===== config.mk =====
export PLATFORM = sky130hd
export DESIGN_NAME = duram_port_arb
export DESIGN_NICKNAME = d
export VERILOG_FILES = /design/src/rtl/duram_arb_pkg.sv /design/src/rtl/duram_port_arb.sv
export SDC_FILE = /design/constraint.sdc
export NUM_CORES = 1
export LEC_CHECK = 0
export CORE_AREA = 2 2 84 86
export CTS_BUF_LIST = sky130_fd_sc_hd__clkbuf_4 sky130_fd_sc_hd__clkbuf_8
export DETAILED_ROUTE_END_ITERATION = 8
export DIE_AREA = 0 0 86 88
export PLACE_DENSITY = 0.83
export RECOVER_POWER = 100
export SLEW_MARGIN = 15
export SYNTH_ARGS = -nofsm -noshare
export SYNTH_HDL_FRONTEND = slang
export SYNTH_SLANG_ARGS = --single-unit

===== constraint.sdc =====
create_clock -name Clk -period 2.2 [get_ports Clk]
set_clock_uncertainty 0.15 [all_clocks]
set_input_delay 0.44 -clock Clk [delete_from_list [all_inputs] [get_ports Clk]]
set_output_delay 0.44 -clock Clk [all_outputs]
set_load 0.02 [all_outputs]

===== src/rtl/duram_arb_pkg.sv =====
// Shared types and constants for the duram port-A arbiter.
// State encoding, owner IDs and the burst beat counter width.
package duram_arb_pkg;

    typedef enum logic [1:0] {
        ST_IDLE = 2'd0,
        ST_OWN0 = 2'd1,
        ST_OWN1 = 2'd2
    } arb_state_t;

    localparam logic OWN_REQ0 = 1'b0;
    localparam logic OWN_REQ1 = 1'b1;

    localparam int BEAT_CNT_W = 8;

    // Value of the beat counter on the last beat of a tenure.
    function automatic logic [BEAT_CNT_W-1:0] burst_last(input int max_burst);
        return BEAT_CNT_W'(max_burst - 1);
    endfunction

endpackage


===== src/rtl/duram_port_arb.sv =====
// duram_port_arb: shares duram port A between requesters 0 and 1 with
// burst tenures of up to MAX_BURST beats and 1-cycle read latency.
//
// Ports:
//   Clk, Reset            clock and async active-high reset
//   reqN/weN/addrN/wdataN requester N beat request, write flag, address, data
//   ackN                  beat accepted this cycle (combinational)
//   rvalidN               rdata valid for requester N (registered)
//   rdata                 pass-through of ram_q
//   ram_address/ram_data/ram_wren/ram_q  duram port A
//
// Optional macro DURAM_ARB_FIXED_PRIO_EN: an IDLE tie always grants
// requester 0 instead of round-robin on the last owner.
import duram_arb_pkg::*;

module duram_port_arb #(
    parameter int DATA_WIDTH = 36,
    parameter int ADDR_WIDTH = 9,
    parameter int MAX_BURST  = 8
) (
    input  logic                  Clk,
    input  logic                  Reset,
    input  logic                  req0,
    input  logic                  req1,
    input  logic                  we0,
    input  logic                  we1,
    input  logic [ADDR_WIDTH-1:0] addr0,
    input  logic [ADDR_WIDTH-1:0] addr1,
    input  logic [DATA_WIDTH-1:0] wdata0,
    input  logic [DATA_WIDTH-1:0] wdata1,
    output logic                  ack0,
    output logic                  ack1,
    output logic                  rvalid0,
    output logic                  rvalid1,
    output logic [DATA_WIDTH-1:0] rdata,
    output logic [ADDR_WIDTH-1:0] ram_address,
    output logic [DATA_WIDTH-1:0] ram_data,
    output logic                  ram_wren,
    input  logic [DATA_WIDTH-1:0] ram_q
);

    localparam logic [BEAT_CNT_W-1:0] LP_LAST = burst_last(MAX_BURST);

    arb_state_t              r_state;
    logic [BEAT_CNT_W-1:0]   r_beat_cnt;
    logic                    r_rvalid0;
    logic                    r_rvalid1;

    logic                    w_ack0;
    logic                    w_ack1;
    logic                    w_sel1;
    logic                    w_tie_to0;
    logic                    w_last0;
    logic                    w_last1;

    assign w_ack0 = (r_state == ST_OWN0) & req0;
    assign w_ack1 = (r_state == ST_OWN1) & req1;
    assign w_sel1 = (r_state == ST_OWN1);

    // Tenure ends on this beat only if the other side is waiting.
    assign w_last0 = w_ack0 & (r_beat_cnt == LP_LAST);
    assign w_last1 = w_ack1 & (r_beat_cnt == LP_LAST);

`ifdef DURAM_ARB_FIXED_PRIO_EN
    assign w_tie_to0 = 1'b1;
`else
    logic r_last_owner;
    assign w_tie_to0 = (r_last_owner == OWN_REQ1);
`endif

    assign ack0        = w_ack0;
    assign ack1        = w_ack1;
    assign rvalid0     = r_rvalid0;
    assign rvalid1     = r_rvalid1;
    assign rdata       = ram_q;
    assign ram_address = w_sel1 ? addr1 : addr0;
    assign ram_data    = w_sel1 ? wdata1 : wdata0;
    assign ram_wren    = (w_ack0 & we0) | (w_ack1 & we1);

    always_ff @(posedge Clk or posedge Reset) begin
        if (Reset) begin
            r_state    <= ST_IDLE;
            r_beat_cnt <= '0;
            r_rvalid0  <= 1'b0;
            r_rvalid1  <= 1'b0;
`ifndef DURAM_ARB_FIXED_PRIO_EN
            r_last_owner <= OWN_REQ1;
`endif
        end else begin
            r_rvalid0 <= w_ack0 & ~we0;
            r_rvalid1 <= w_ack1 & ~we1;
            unique case (r_state)
                ST_IDLE: begin
                    r_beat_cnt <= '0;
                    if (req0 && (!req1 || w_tie_to0)) begin
                        r_state <= ST_OWN0;
`ifndef DURAM_ARB_FIXED_PRIO_EN
                        r_last_owner <= OWN_REQ0;
`endif
                    end else if (req1) begin
                        r_state <= ST_OWN1;
`ifndef DURAM_ARB_FIXED_PRIO_EN
                        r_last_owner <= OWN_REQ1;
`endif
                    end
                end
                ST_OWN0: begin
                    if (!req0 || (w_last0 && req1)) begin
                        r_beat_cnt <= '0;
                        if (req1) begin
                            r_state <= ST_OWN1;
`ifndef DURAM_ARB_FIXED_PRIO_EN
                            r_last_owner <= OWN_REQ1;
`endif
                        end else begin
                            r_state <= ST_IDLE;
                        end
                    end else if (w_last0) begin
                        r_beat_cnt <= '0;
                    end else begin
                        r_beat_cnt <= r_beat_cnt + 1'b1;
                    end
                end
                ST_OWN1: begin
                    if (!req1 || (w_last1 && req0)) begin
                        r_beat_cnt <= '0;
                        if (req0) begin
                            r_state <= ST_OWN0;
`ifndef DURAM_ARB_FIXED_PRIO_EN
                            r_last_owner <= OWN_REQ0;
`endif
                        end else begin
                            r_state <= ST_IDLE;
                        end
                    end else if (w_last1) begin
                        r_beat_cnt <= '0;
                    end else begin
                        r_beat_cnt <= r_beat_cnt + 1'b1;
                    end
                end
                default: begin
                    r_state    <= ST_IDLE;
                    r_beat_cnt <= '0;
                end
            endcase
        end
    end

endmodule


==> flow_metrics.py <==
metrics = {
    "setup_path": {
        "worstSetupPathType": "register to output port",
        "worst_ep_required_time_ps": 1610,
        "crit_path_end_kind": "output port",
        "start_kind": "register",
        "cp_max_fo": 6,
        "reg2regPathDepth": 8,
        "cp.arrival_ps": 1670,
    },
    "floorplanning": {
        "rows": 30,
        "die_h_um": 88,
        "start_util": 0.231,
        "die_x_um": 86,
        "die_area_um2": 7570,
        "core_area_um2": 6640,
        "io_pins": 218,
    },
    "synthesis": {
        "synth-seq-area-share": 0.213,
        "avgSynthCellArea_um2": 9.65,
        "synth_area_um2": 1530,
        "yosys-top-cells-count": "mux2_2, buf_4, dfrtp_1",
        "synthCells": 159,
        "ys.flop_type": "dfrtp_1",
        "synth_seq_cells": 13,
        "synth_nets": 296,
        "synth_top_area_frac": 0.330,
        "synth_edf_count": 0,
        "synth_top_cells_by_area": "mux2_2, dfrtp_1, buf_4",
        "synth_most_common_cell": "mux2_2",
        "ys_async_sr_fraction": 1.00,
        "synth.distinct_cells": 28,
        "synth_area_leader_cell": "mux2_2",
        "yosys_warnings": 0,
    },
    "drt": {
        "drtAntennaViolNets": 0,
        "drt_iter0_markers": 50,
        "wl_per_cell_um": 15.6,
        "drt-total-wl_um": 5760,
        "vias": 1670,
        "dr.pass1.iters": 6,
        "drc": 0,
        "vias_per_cell": 4.53,
    },
    "placed_design": {
        "portBuffers": 145,
        "gp_congestion": 0.754,
        "dp_hpwl_um": 4410,
    },
    "clocking": {
        "clkTransAtPathRegs_ps": 60,
        "cts_tree": "yes",
        "clk-insertion-delay-late_ps": 240,
        "numClockSinks": 13,
        "clk_path_buf_depth": 2,
        "cts_made_buffers": 3,
        "cts_root_buf": "clkbuf_8",
        "h-tree-depth": 1,
    },
    "layout": {
        "area_growth_pct": 98.4,
        "fill_cells": 641,
        "drive_above_1_share": 0.443,
        "diodes": 0,
        "nets": 427,
    },
    "global_routing": {
        "first_global_vias": 1706,
        "grt_max_degree": 23,
        "grt_pass1_wl_um": 8140,
        "track_usage": 0.136,
        "grt-ovfl-total": 0,
        "antenna_found_initial": 0,
    },
    "hold_path": {
        "holdPathStages": 1,
        "holdCritPathClass": "register to register",
    },
    "timing": {
        "hold_viol": 0,
        "fmaxAchievable_ghz": 0.442,
        "fin_ws_ps": -62.5,
        "setup_viol": 7,
        "fin_crit_ps": 2260,
        "drv_slew": 0,
        "tns_ps": -251,
        "rsz0062_at_grt": "true",
        "holdWs_ps": 333,
        "worst_pin_slew_ps": 498,
        "slew_headroom": 0.668,
        "period_share": 1.03,
    },
    "power_and_ir_drop": {
        "p_per_area_nw_per_um2": 827,
        "irDropWorstVdd_mv": 0.341,
        "p_leak_nw": 1.36,
    },
    "run": {
        "cap_violations": 0,
    },
    "run_status": {
        "status": "complete, but fails checks",
        "violations": "negative setup slack",
    },
}
final cells by class:
class | instances | area (µm²) | share of cell area
tap | 80 | 100 | 0.0329
multi-input combinational | 97 | 955 | 0.314
inverter | 8 | 30.0 | 0.00987
timing repair buffer | 167 | 1580 | 0.520
sequential | 13 | 327 | 0.107
clock buffer | 4 | 48.8 | 0.0160
registers in the layout, summed over array words and instances (netlist names):
register and cells:
r_last_owner 1, r_beat_cnt 8, rvalid1 1, rvalid0 1
r_state 2
worst paths after layout:
check                      slack [ps]          start       endpoint
setup / recovery                  -60     r_state[0]   ram_data[35]
hold / removal                    330  r_beat_cnt[0]  r_beat_cnt[0]
setup reg to reg                  330     r_state[0]  r_beat_cnt[3]
hold reg to reg                   330  r_beat_cnt[0]  r_beat_cnt[0]
max in group asynchronous        1020          Reset   r_last_owner
min in group asynchronous         520          Reset  r_beat_cnt[5]
per-stage QoR:
| stage | total power [mW] | worst slack, ps | util | cell area [µm²] | cells |
|---|---|---|---|---|---|
| floorplan | 1.35 | 156 | - | 1530 | 159 |
| global route | 2.67 | -109 | 0.458 | 3040 | 369 |
| global placement | 2.07 | -177 | 0.439 | 2920 | 356 |
| CTS | 2.37 | -105 | 0.435 | 2890 | 370 |
| finish | 2.52 | -62.5 | 0.458 | 3040 | 369 |
| detailed placement | 2.10 | -218 | 0.439 | 2920 | 356 |
layout by cell type (no fill, tap or decap), types with 2 or more instances in the layout:
| cell type | n |
|---|---|
| inv_1 | 6 |
| ha_1 | 4 |
| buf_12 | 4 |
| nor2_1 | 10 |
| buf_8 | 2 |
| clkbuf_8 | 3 |
| a21boi_0 | 2 |
| mux2_4 | 16 |
| buf_2 | 25 |
| xor2_1 | 3 |
| nand3_1 | 3 |
| nor2b_1 | 2 |
| inv_2 | 2 |
| buf_4 | 15 |
| a41o_2 | 2 |
| a21oi_1 | 2 |
| buf_6 | 23 |
| dfrtp_1 | 12 |
| mux2_2 | 29 |
| clkdlybuf4s50_1 | 96 |
| nand2_1 | 4 |
| xnor2_1 | 3 |
| o21ai_0 | 4 |
| o2bb2ai_1 | 2 |
power by group:
group,switching [mW],leakage [nW],internal [mW],total [mW]
combinational,0.876,1.16,1.10,1.98
sequential,0.0296,0.175,0.282,0.311
clock,0.0852,0.0262,0.140,0.225
cells by family (layout without fill, tap and decap cells):
family | after synthesis | after routing | share of synthesized area
adders and majority gates | 5 | 5 | 0.0408
and+or+nand+nor | 25 | 25 | 0.0914
xor gates and xnor gates | 6 | 6 | 0.0343
DFF | 13 | 13 | 0.213
muxes | 46 | 46 | 0.337
buffers and inverters | 49 | 179 | 0.212
AOI/OAI and AO/OA | 15 | 15 | 0.0718
what timing repair did:
| item | 4_1_cts | 5_1_grt |
|---|---|---|
| buffers inserted | 9 | 0 |
| hold buffers | 0 | 0 |
| resized for setup | 197 | 64 |
| gates cloned | 1 | 0 |
| pin swaps | 1 | 0 |
| setup endpoints to repair | 48 | 48 |
critical path, cell delays in order, from the launching register on:
cell and delay [ps]:
dfrtp_1 370, inv_2 60, ha_4 180, buf_12 130, buf_8 130, buf_6 110, mux2_4 310, buf_6 140
metal layers:
metal	GRT usage	wire length, µm	vias up
met2	0.249	2970	101
met4	0.0361	102	0
met3	0.0386	543	16
li1	-	-	775
met5	0	0	-
met1	0.156	2140	778
(Power assumes the default switching activity.)
